`src/rtl/regfile_pkg.sv`:
```
`default_nettype none
// ============================================================================
// regfile_pkg : shared constants and FSM encoding for the 2R1W register file
// Rev 1.0
// ============================================================================
package regfile_pkg;

  localparam int unsigned DEF_WIDTH = 16;
  localparam int unsigned DEF_DEPTH = 8;

  typedef enum logic [0:0] {
    ST_IDLE  = 1'b0,
    ST_CLEAR = 1'b1
  } state_t;

endpackage
`default_nettype wire

```
`src/rtl/regfile_2r1w_if.sv`:
```
`default_nettype none
// ============================================================================
// regfile_2r1w_if : write, dual-read and clear bus of the 2R1W register file
// Rev 1.0
// ============================================================================
interface regfile_2r1w_if #(
  parameter int WIDTH = 16,
  parameter int AW    = 3
);

  logic [WIDTH-1:0] data_in;
  logic [AW-1:0]    writenum;
  logic             write;
  logic [AW-1:0]    readnum_a;
  logic [AW-1:0]    readnum_b;
  logic [WIDTH-1:0] data_out_a;
  logic [WIDTH-1:0] data_out_b;
  logic             valid_a;
  logic             valid_b;
  logic             clear_req;
  logic             busy;

  modport master (
    output data_in, writenum, write, readnum_a, readnum_b, clear_req,
    input  data_out_a, data_out_b, valid_a, valid_b, busy
  );

  modport slave (
    input  data_in, writenum, write, readnum_a, readnum_b, clear_req,
    output data_out_a, data_out_b, valid_a, valid_b, busy
  );

endinterface
`default_nettype wire

```
`src/rtl/regfile_rdport.sv`:
```
`default_nettype none
// ============================================================================
// regfile_rdport : one read port - address mux, write bypass, optional flop
// Rev 1.0
// ============================================================================
module regfile_rdport #(
  parameter int WIDTH    = 16,
  parameter int DEPTH    = 8,
  parameter int AW       = 3,
  parameter int READ_REG = 0,
  parameter int BYPASS   = 1
) (
  input  wire logic                        clk,
  input  wire logic                        reset_n,
  input  wire logic [DEPTH-1:0][WIDTH-1:0] i_mem,
  input  wire logic [DEPTH-1:0]            i_vld,
  input  wire logic [AW-1:0]               i_addr,
  input  wire logic                        i_wr_en,
  input  wire logic [AW-1:0]               i_wr_addr,
  input  wire logic [WIDTH-1:0]            i_wr_data,
  output logic      [WIDTH-1:0]            o_data,
  output logic                             o_valid
);

  logic             w_in_range;
  logic             w_hit;
  logic [WIDTH-1:0] w_data;
  logic             w_valid;
  logic [WIDTH-1:0] r_data;
  logic             r_valid;

  assign w_in_range = ({1'b0, i_addr} < (AW+1)'(DEPTH));
  // i_wr_en is already qualified by reset, idle state and address range
  assign w_hit      = (BYPASS != 0) && i_wr_en && (i_wr_addr == i_addr);

  always_comb begin
    w_data  = '0;
    w_valid = 1'b0;
    if (w_hit) begin
      w_data  = i_wr_data;
      w_valid = 1'b1;
    end else if (w_in_range) begin
      w_data  = i_mem[i_addr];
      w_valid = i_vld[i_addr];
    end
  end

  always_ff @(posedge clk) begin
    if (!reset_n) begin
      r_data  <= '0;
      r_valid <= 1'b0;
    end else begin
      r_data  <= w_data;
      r_valid <= w_valid;
    end
  end

  assign o_data  = (READ_REG != 0) ? r_data  : w_data;
  assign o_valid = (READ_REG != 0) ? r_valid : w_valid;

endmodule
`default_nettype wire

```
`src/rtl/regfile_2r1w.sv`:
```
`default_nettype none
// ============================================================================
// regfile_2r1w : 2-read / 1-write register file with valid bits and clear sweep
// Rev 1.0
// ============================================================================
module regfile_2r1w
  import regfile_pkg::*;
#(
  parameter int WIDTH    = DEF_WIDTH,
  parameter int DEPTH    = DEF_DEPTH,
  parameter int AW       = $clog2(DEPTH),
  parameter int READ_REG = 0,
  parameter int BYPASS   = 1
) (
  input  wire logic     clk,
  input  wire logic     reset_n,
  regfile_2r1w_if.slave bus
);

  localparam logic [AW-1:0] C_LAST = AW'(DEPTH - 1);

  state_t                      r_state;
  logic [DEPTH-1:0][WIDTH-1:0] r_mem;
  logic [DEPTH-1:0]            r_vld;
  logic [AW-1:0]               r_cnt;
  logic                        w_wr_en;

  assign w_wr_en = reset_n && bus.write && (r_state == ST_IDLE) &&
                   ({1'b0, bus.writenum} < (AW+1)'(DEPTH));

  always_ff @(posedge clk) begin
    if (!reset_n) begin
      r_state <= ST_IDLE;
      r_mem   <= '0;
      r_vld   <= '0;
      r_cnt   <= '0;
    end else begin
      case (r_state)
        ST_IDLE: begin
          if (w_wr_en) begin
            r_mem[bus.writenum] <= bus.data_in;
            r_vld[bus.writenum] <= 1'b1;
          end
          // a coincident write commits now and is swept later in the pass
          if (bus.clear_req) begin
            r_state <= ST_CLEAR;
            r_cnt   <= '0;
          end
        end
        ST_CLEAR: begin
          r_mem[r_cnt] <= '0;
          r_vld[r_cnt] <= 1'b0;
          r_cnt        <= r_cnt + AW'(1);
          if (r_cnt == C_LAST) begin
            r_state <= ST_IDLE;
          end
        end
        default: r_state <= ST_IDLE;
      endcase
    end
  end

  assign bus.busy = (r_state == ST_CLEAR);

  regfile_rdport #(
    .WIDTH(WIDTH), .DEPTH(DEPTH), .AW(AW), .READ_REG(READ_REG), .BYPASS(BYPASS)
  ) u_rd_a (
    .clk      (clk),
    .reset_n  (reset_n),
    .i_mem    (r_mem),
    .i_vld    (r_vld),
    .i_addr   (bus.readnum_a),
    .i_wr_en  (w_wr_en),
    .i_wr_addr(bus.writenum),
    .i_wr_data(bus.data_in),
    .o_data   (bus.data_out_a),
    .o_valid  (bus.valid_a)
  );

  regfile_rdport #(
    .WIDTH(WIDTH), .DEPTH(DEPTH), .AW(AW), .READ_REG(READ_REG), .BYPASS(BYPASS)
  ) u_rd_b (
    .clk      (clk),
    .reset_n  (reset_n),
    .i_mem    (r_mem),
    .i_vld    (r_vld),
    .i_addr   (bus.readnum_b),
    .i_wr_en  (w_wr_en),
    .i_wr_addr(bus.writenum),
    .i_wr_data(bus.data_in),
    .o_data   (bus.data_out_b),
    .o_valid  (bus.valid_b)
  );

endmodule
`default_nettype wire

```
`src/flat_wrapper.sv`:
```
// flat-port wrapper written by rule: the top's interface ports become plain ports
module regfile_2r1w_flat import regfile_pkg::*;
#(
  parameter int WIDTH    = DEF_WIDTH,
  parameter int DEPTH    = DEF_DEPTH,
  parameter int AW       = $clog2(DEPTH),
  parameter int READ_REG = 0,
  parameter int BYPASS   = 1
)
  (clk, reset_n, bus_data_in, bus_writenum, bus_write, bus_readnum_a, bus_readnum_b, bus_clear_req, bus_data_out_a, bus_data_out_b, bus_valid_a, bus_valid_b, bus_busy);
  regfile_2r1w_if #(.WIDTH(WIDTH), .AW(AW)) bus_i ();
  input  wire logic clk;
  input  wire logic reset_n;
  input wire logic [$bits(bus_i.data_in)-1:0] bus_data_in;
  input wire logic [$bits(bus_i.writenum)-1:0] bus_writenum;
  input wire logic [$bits(bus_i.write)-1:0] bus_write;
  input wire logic [$bits(bus_i.readnum_a)-1:0] bus_readnum_a;
  input wire logic [$bits(bus_i.readnum_b)-1:0] bus_readnum_b;
  input wire logic [$bits(bus_i.clear_req)-1:0] bus_clear_req;
  output wire logic [$bits(bus_i.data_out_a)-1:0] bus_data_out_a;
  output wire logic [$bits(bus_i.data_out_b)-1:0] bus_data_out_b;
  output wire logic [$bits(bus_i.valid_a)-1:0] bus_valid_a;
  output wire logic [$bits(bus_i.valid_b)-1:0] bus_valid_b;
  output wire logic [$bits(bus_i.busy)-1:0] bus_busy;
  assign bus_i.data_in = bus_data_in;
  assign bus_i.writenum = bus_writenum;
  assign bus_i.write = bus_write;
  assign bus_i.readnum_a = bus_readnum_a;
  assign bus_i.readnum_b = bus_readnum_b;
  assign bus_i.clear_req = bus_clear_req;
  assign bus_data_out_a = bus_i.data_out_a;
  assign bus_data_out_b = bus_i.data_out_b;
  assign bus_valid_a = bus_i.valid_a;
  assign bus_valid_b = bus_i.valid_b;
  assign bus_busy = bus_i.busy;
  regfile_2r1w #(.WIDTH(WIDTH), .DEPTH(DEPTH), .AW(AW), .READ_REG(READ_REG), .BYPASS(BYPASS)) u_core (.clk(clk), .reset_n(reset_n), .bus(bus_i));
endmodule
```
`config.mk`:
```
export PLATFORM = sky130hd
export DESIGN_NAME = regfile_2r1w_flat
export DESIGN_NICKNAME = d
export VERILOG_FILES = /design/src/rtl/regfile_pkg.sv /design/src/rtl/regfile_2r1w_if.sv /design/src/rtl/regfile_rdport.sv /design/src/rtl/regfile_2r1w.sv /design/src/flat_wrapper.sv
export SDC_FILE = /design/constraint.sdc
export NUM_CORES = 1
export LEC_CHECK = 0
export CELL_PAD_IN_SITES_DETAIL_PLACEMENT = 1
export CELL_PAD_IN_SITES_GLOBAL_PLACEMENT = 1
export CORE_ASPECT_RATIO = 0.9
export CORE_MARGIN = 1.5
export CORE_UTILIZATION = 36
export DETAILED_ROUTE_END_ITERATION = 12
export PLACE_DENSITY_LB_ADDON = 0.1
export SLEW_MARGIN = 20
export SYNTH_ARGS = -nofsm -noshare
export SYNTH_HDL_FRONTEND = slang
export SYNTH_SLANG_ARGS = --single-unit
```
`constraint.sdc`:
```
create_clock -name clk -period 2.4 [get_ports clk]
set_input_delay 0.48 -clock clk [delete_from_list [all_inputs] [get_ports clk]]
set_output_delay 0.48 -clock clk [all_outputs]
set_load 0.02 [all_outputs]
```
* Yosys cells after proc, flatten, opt, wreduce, memory -nomap -nowiden
Index checks and enable logic that the tools add are counted.
** Word-level totals
- Register bits :: 140
- Bits in latches :: 0
- RAM bits :: 0
- ROM bits :: 0
- Logic and storage cells :: 65
- Memories kept :: 0
** Operators by class
- Add/sub/neg operators :: 1
- Multipliers :: 0
- Divide/modulo/power cells :: 0
- Magnitude comparators :: 6
- Eq/ne operators :: 5
- Shift-type cells :: 0
- Muxes and demuxes :: 30
- Bitwise operators :: 6
- Reductions and logical operators :: 6
** Operator list (count)
- $pmux 128 s2 :: 1
- $and 128x128->128 :: 1
- $bwmux 128 :: 1
- $mux 128 :: 1
- $not 128->128 :: 1
- $bmux 16 s3 :: 2
- $demux 16 s3 :: 2
- $mux 16 :: 6
- $lt 3x4->1 const B :: 4
- $pmux 8 s2 :: 1
- $and 8x8->8 :: 1
- $mux 1 :: 8
- $mux 8 :: 1
- $not 8->8 :: 1
- $or 8x8->8 :: 1
- $bmux 1 s3 :: 2
- $demux 1 s3 :: 2
- $eq 3x3->1 :: 2
- $ge 3x1->1 const B :: 2
- $logic_and 1x1->1 :: 6
- $pmux 3 s2 :: 1
- $ne 2x2->1 const B :: 2
- $add 3x1->3 const B :: 1
- $eq 3x3->1 const B :: 1
- other kinds (3) :: 3

* Depth between registers and ports, before layout
- Word-level depth :: 7
- Depth in mapped cells :: 7

* By module
Synthesis repeated with hierarchy kept, for this count alone.
** Second synthesis, totals
- Cells, all modules :: 684
- Area, all modules :: 8008.9 um^2
** By module, submodules not included
- regfile_2r1w :: times used 1, cells an instance 518, area an instance 5371.4 um^2, sequential area each 2802.7 um^2
- regfile_rdport :: times used 2, cells an instance 83, area an instance 1318.8 um^2, sequential area each 0.0 um^2

* Least setup slack after synthesis
No wires, ideal clock.
- Path kind :: input port to output port
- From :: in bus_readnum_a[1]
- To :: out bus_data_out_a[11]
- Arrival time :: 1.813 ns
- Slack :: 0.107 ns
- Stages :: 5
- Buffers on the path :: 2
- Cells stage by stage :: buf_6 > buf_8 > mux4_1 > mux2_2 > mux2_4
** On the way
- Word-level cells in the longest chain between the ends :: 3
** Ends and longest elaborated chain
- from (decl) :: RTL line flat_wrapper.sv:17 : input wire logic [$bits(bus_i.readnum_a)-1:0] bus_readnum_a;
- $bmux 16 s3 / $eq 3x3->1 (equally long branches) :: RTL line regfile_rdport.sv:43, regfile_rdport.sv:34
- $mux 16 (not written as such) / $logic_and 1x1->1 (equally long branches) :: RTL line regfile_rdport.sv:43, regfile_rdport.sv:34
- $mux 16 (*) :: RTL line regfile_rdport.sv:39 : if (w_hit) begin
- to (decl) :: RTL line flat_wrapper.sv:20 : output wire logic [$bits(bus_i.data_out_a)-1:0] bus_data_out_a;
Mark *: on every way between the ends. The rest lies on a longest branch, timed or not. The select of a mux whose other input is x is not followed.

* Worst setup path in the final report
- From :: in bus_readnum_a[0]
- To :: out bus_data_out_a[14]
Same word-level chain as after synthesis.

==> results.txt <==
Status - finished, violations left
Failing checks - setup timing
N_diodes - 0
Multi-input logic area - 0.00556 sq mm
Synth warn - 0
Clock share of power - 0.449
Sw Ratio - 0.284
Worst R2R End - u_core.r_mem[1]
WP data required - 1920 ps
Pleak - 4.19 nW
Crit path to - bus_data_out_a[14]
Internal power - 0.00434 W
Sw Pwr - 0.00172 W
Core footprint - 0.0244 sq mm
Post-synth EDFFs - 0
PortBufs - 63
Post-synth top area share - 0.311
Mapped Cells - 858
Flops & latches, synth - 140
Cells on worst reg2reg path - 5
Period minus WS final - 2530 ps
RR Startpoint - u_core.bus.busy
Die Y - 153 um
Fmax - 0.396 GHz
Worst skew pair latency - 430 ps
Final slew viol count - 0
Root buf cell - clkbuf_16
Slew @ Worst Pin - 853 ps
Routed WL - 37,900 um
Synth area leaders - dfxtp_1, mux4_1, o211ai_1, a21boi_0, nand3_1
Post-DP HPWL - 21,800 um
CP Launch Type - primary input
Fill cells - 2,551
Worst Setup Slack, final - -128 ps
Placer congestion estimate - 0.822
Arrival time worst endpoint - 2050 ps
Post-Route Setup TNS - -2090 ps
Distinct cells, synth - 34
Max Cap Viol - 0
Setup repair after global routing missed its margin - yes
Num CTS Buffers - 17
Top cells by count, synth - dfxtp_1, nand3_1, o211ai_1
Register-to-Register Setup Slack - 620 ps
Initial DRC Count - 621
Initial antenna violation count - 0
Total power - 0.00606 W
Clock skew - 10.8 ps
Async SR Flop Fraction - 0
Synth Net Count - 889
Total Routing Usage GR - 0.294
CP Capture Type - primary output
Pre-CTS setup slack - -670 ps
Comb pwr share - 0.159
Worst-path fanout max - 5
Die Area - 0.0260 sq mm
DR pass1 iterations - 5
Die width - 170 um
Most instantiated library cell after synthesis - dfxtp_1
Worst-path cell chain - buf_8 -> buf_12 -> buf_12 -> buf_16 -> buf_6 -> mux4_2 -> mux2_4 -> mux2_4 -> buf_6
Final hold violations - 0
Htree depth - 4
Longest Clk Path Bufs - 2
Vias post-DR - 8,206
Overflow after GRT - 0
Layout area overhead - 29.2%
Clk pin slew, worst setup/hold paths - 70 ps
Avg WL per Cell - 29.5 um
Sequential share of the synthesized area - 0.311
Critical path origin - bus_readnum_a[0]
Top FF cell, synth - dfxtp_1
Nets - 964
Mean cell area of the mapped netlist - 10.5 sq um
TritonCTS clock tree - done
Reg power frac - 0.392
Row cnt - 54
Worst stage delay on the critical path - 280 ps
Top cell type by total area after synthesis - dfxtp_1
DRC Markers - 0
Global-route wire length before repair - 56,000 um
Vias per cell - 6.40
Slew margin rel. - 0.431
Largest net degree at the start of global routing - 129
Worst vdd ir - 0.440 mV
Io pins - 64
FF+latch area - 0.00285 sq mm
Crit path max-delay cell type - mux4_2
Critical path type - in2out
Starting density of the core - 0.369
Post-Syn Area - 0.00901 sq mm
P per Cell Area - 521 mW/mm^2
HP Class - in2reg
# clock sinks - 140
Endpoints failing setup - 31
Number of global-route vias before repair - 8,730
Share of cells above drive strength 1 - 0.383
Post-DRT Antenna Nets - 0
Final period util - 1.05
-- cell usage in the layout, fill, tap and decap left out, types with 10 or more instances in the layout --
| master | instances |
|---|---|
| a21boi_1 | 39 |
| mux2_4 | 51 |
| a21boi_0 | 89 |
| buf_6 | 48 |
| a21oi_1 | 10 |
| nand3_1 | 128 |
| mux4_2 | 58 |
| dfxtp_2 | 34 |
| nor2_1 | 10 |
| nand2_1 | 12 |
| buf_12 | 34 |
| buf_4 | 69 |
| mux4_1 | 10 |
| mux2_2 | 13 |
| clkdlybuf4s50_1 | 18 |
| clkbuf_16 | 19 |
| o211ai_1 | 128 |
| dfxtp_1 | 105 |
-- final cells by class --
class / count / area share
clock buffer: 18 / 0.0369
clock inverter: 14 / 0.0135
multi-input combinational: 587 / 0.478
sequential: 140 / 0.245
tap: 336 / 0.0361
timing repair buffer: 187 / 0.191
-- how the worst min path moves through the flow --
stage / start / end / cells past startpoint
5_1_grt: reset_n / u_core.bus.busy / 4
2_1_floorplan: u_core.r_vld[2] / u_core.r_vld[2] / 2
3_3_place_gp: u_core.r_mem[75] / u_core.r_mem[75] / 2
6_report: reset_n / u_core.bus.busy / 4
4_1_cts: reset_n / u_core.bus.busy / 4
3_5_place_dp: u_core.r_mem[22] / u_core.r_mem[22] / 2
-- kinds of logic (layout without fill, tap and decap cells) --
group,count (synthesis),count (layout),share of synthesized area
buffers and inverters,131,219,0.0729
muxes,135,135,0.284
DFF,140,140,0.311
and+or+nand+nor,178,178,0.104
adders and majority gates,2,2,0.00278
xor gates and xnor gates,6,6,0.00583
AOI/OAI and AO/OA,266,266,0.219
-- registers in the layout (all words and copies together), names as in the netlist --
name / cells
u_core.r_mem: 128
u_core.r_vld: 8
u_core.r_cnt: 3
u_core.bus.busy: 1
-- power groups by stage --
stage	registers (W)	logic, W	clock network, W
floorplan	0.00241	0.000452	0
global placement	0.00242	0.000803	0
detailed placement	0.00243	0.000819	0
CTS	0.00237	0.000929	0.00276
global route	0.00238	0.000996	0.00286
finish	0.00238	0.000962	0.00273
-- critical path, delay by kind of cell --
family	cells	cell delay [ps]
buffers and inverters	6	740
multiplexers	3	820
-- through the flow --
step,area (sq um),cells,hold slack [ps],util
6_report,11600,1282,507,0.477
5_1_grt,11600,1282,497,0.477
4_1_cts,11500,1280,489,0.472
3_5_place_dp,10400,1216,492,0.428
3_3_place_gp,10400,1216,480,0.428
2_1_floorplan,9010,858,463,-
-- metal layers --
metal,global-route usage,wire length (um)
met4,0.137,1080
met3,0.0502,2020
met5,0,0
met2,0.482,18500
met1,0.377,16200
-- repair_timing --
item / CTS / global route
gates cloned: 6 / 2
buffers inserted: 26 / 3
setup endpoints to repair: 34 / 34
pin swaps: 5 / 1
gates resized for setup: 317 / 61
hold buffers: 0 / 0
Note: power is estimated with default switching activity, not from simulation.
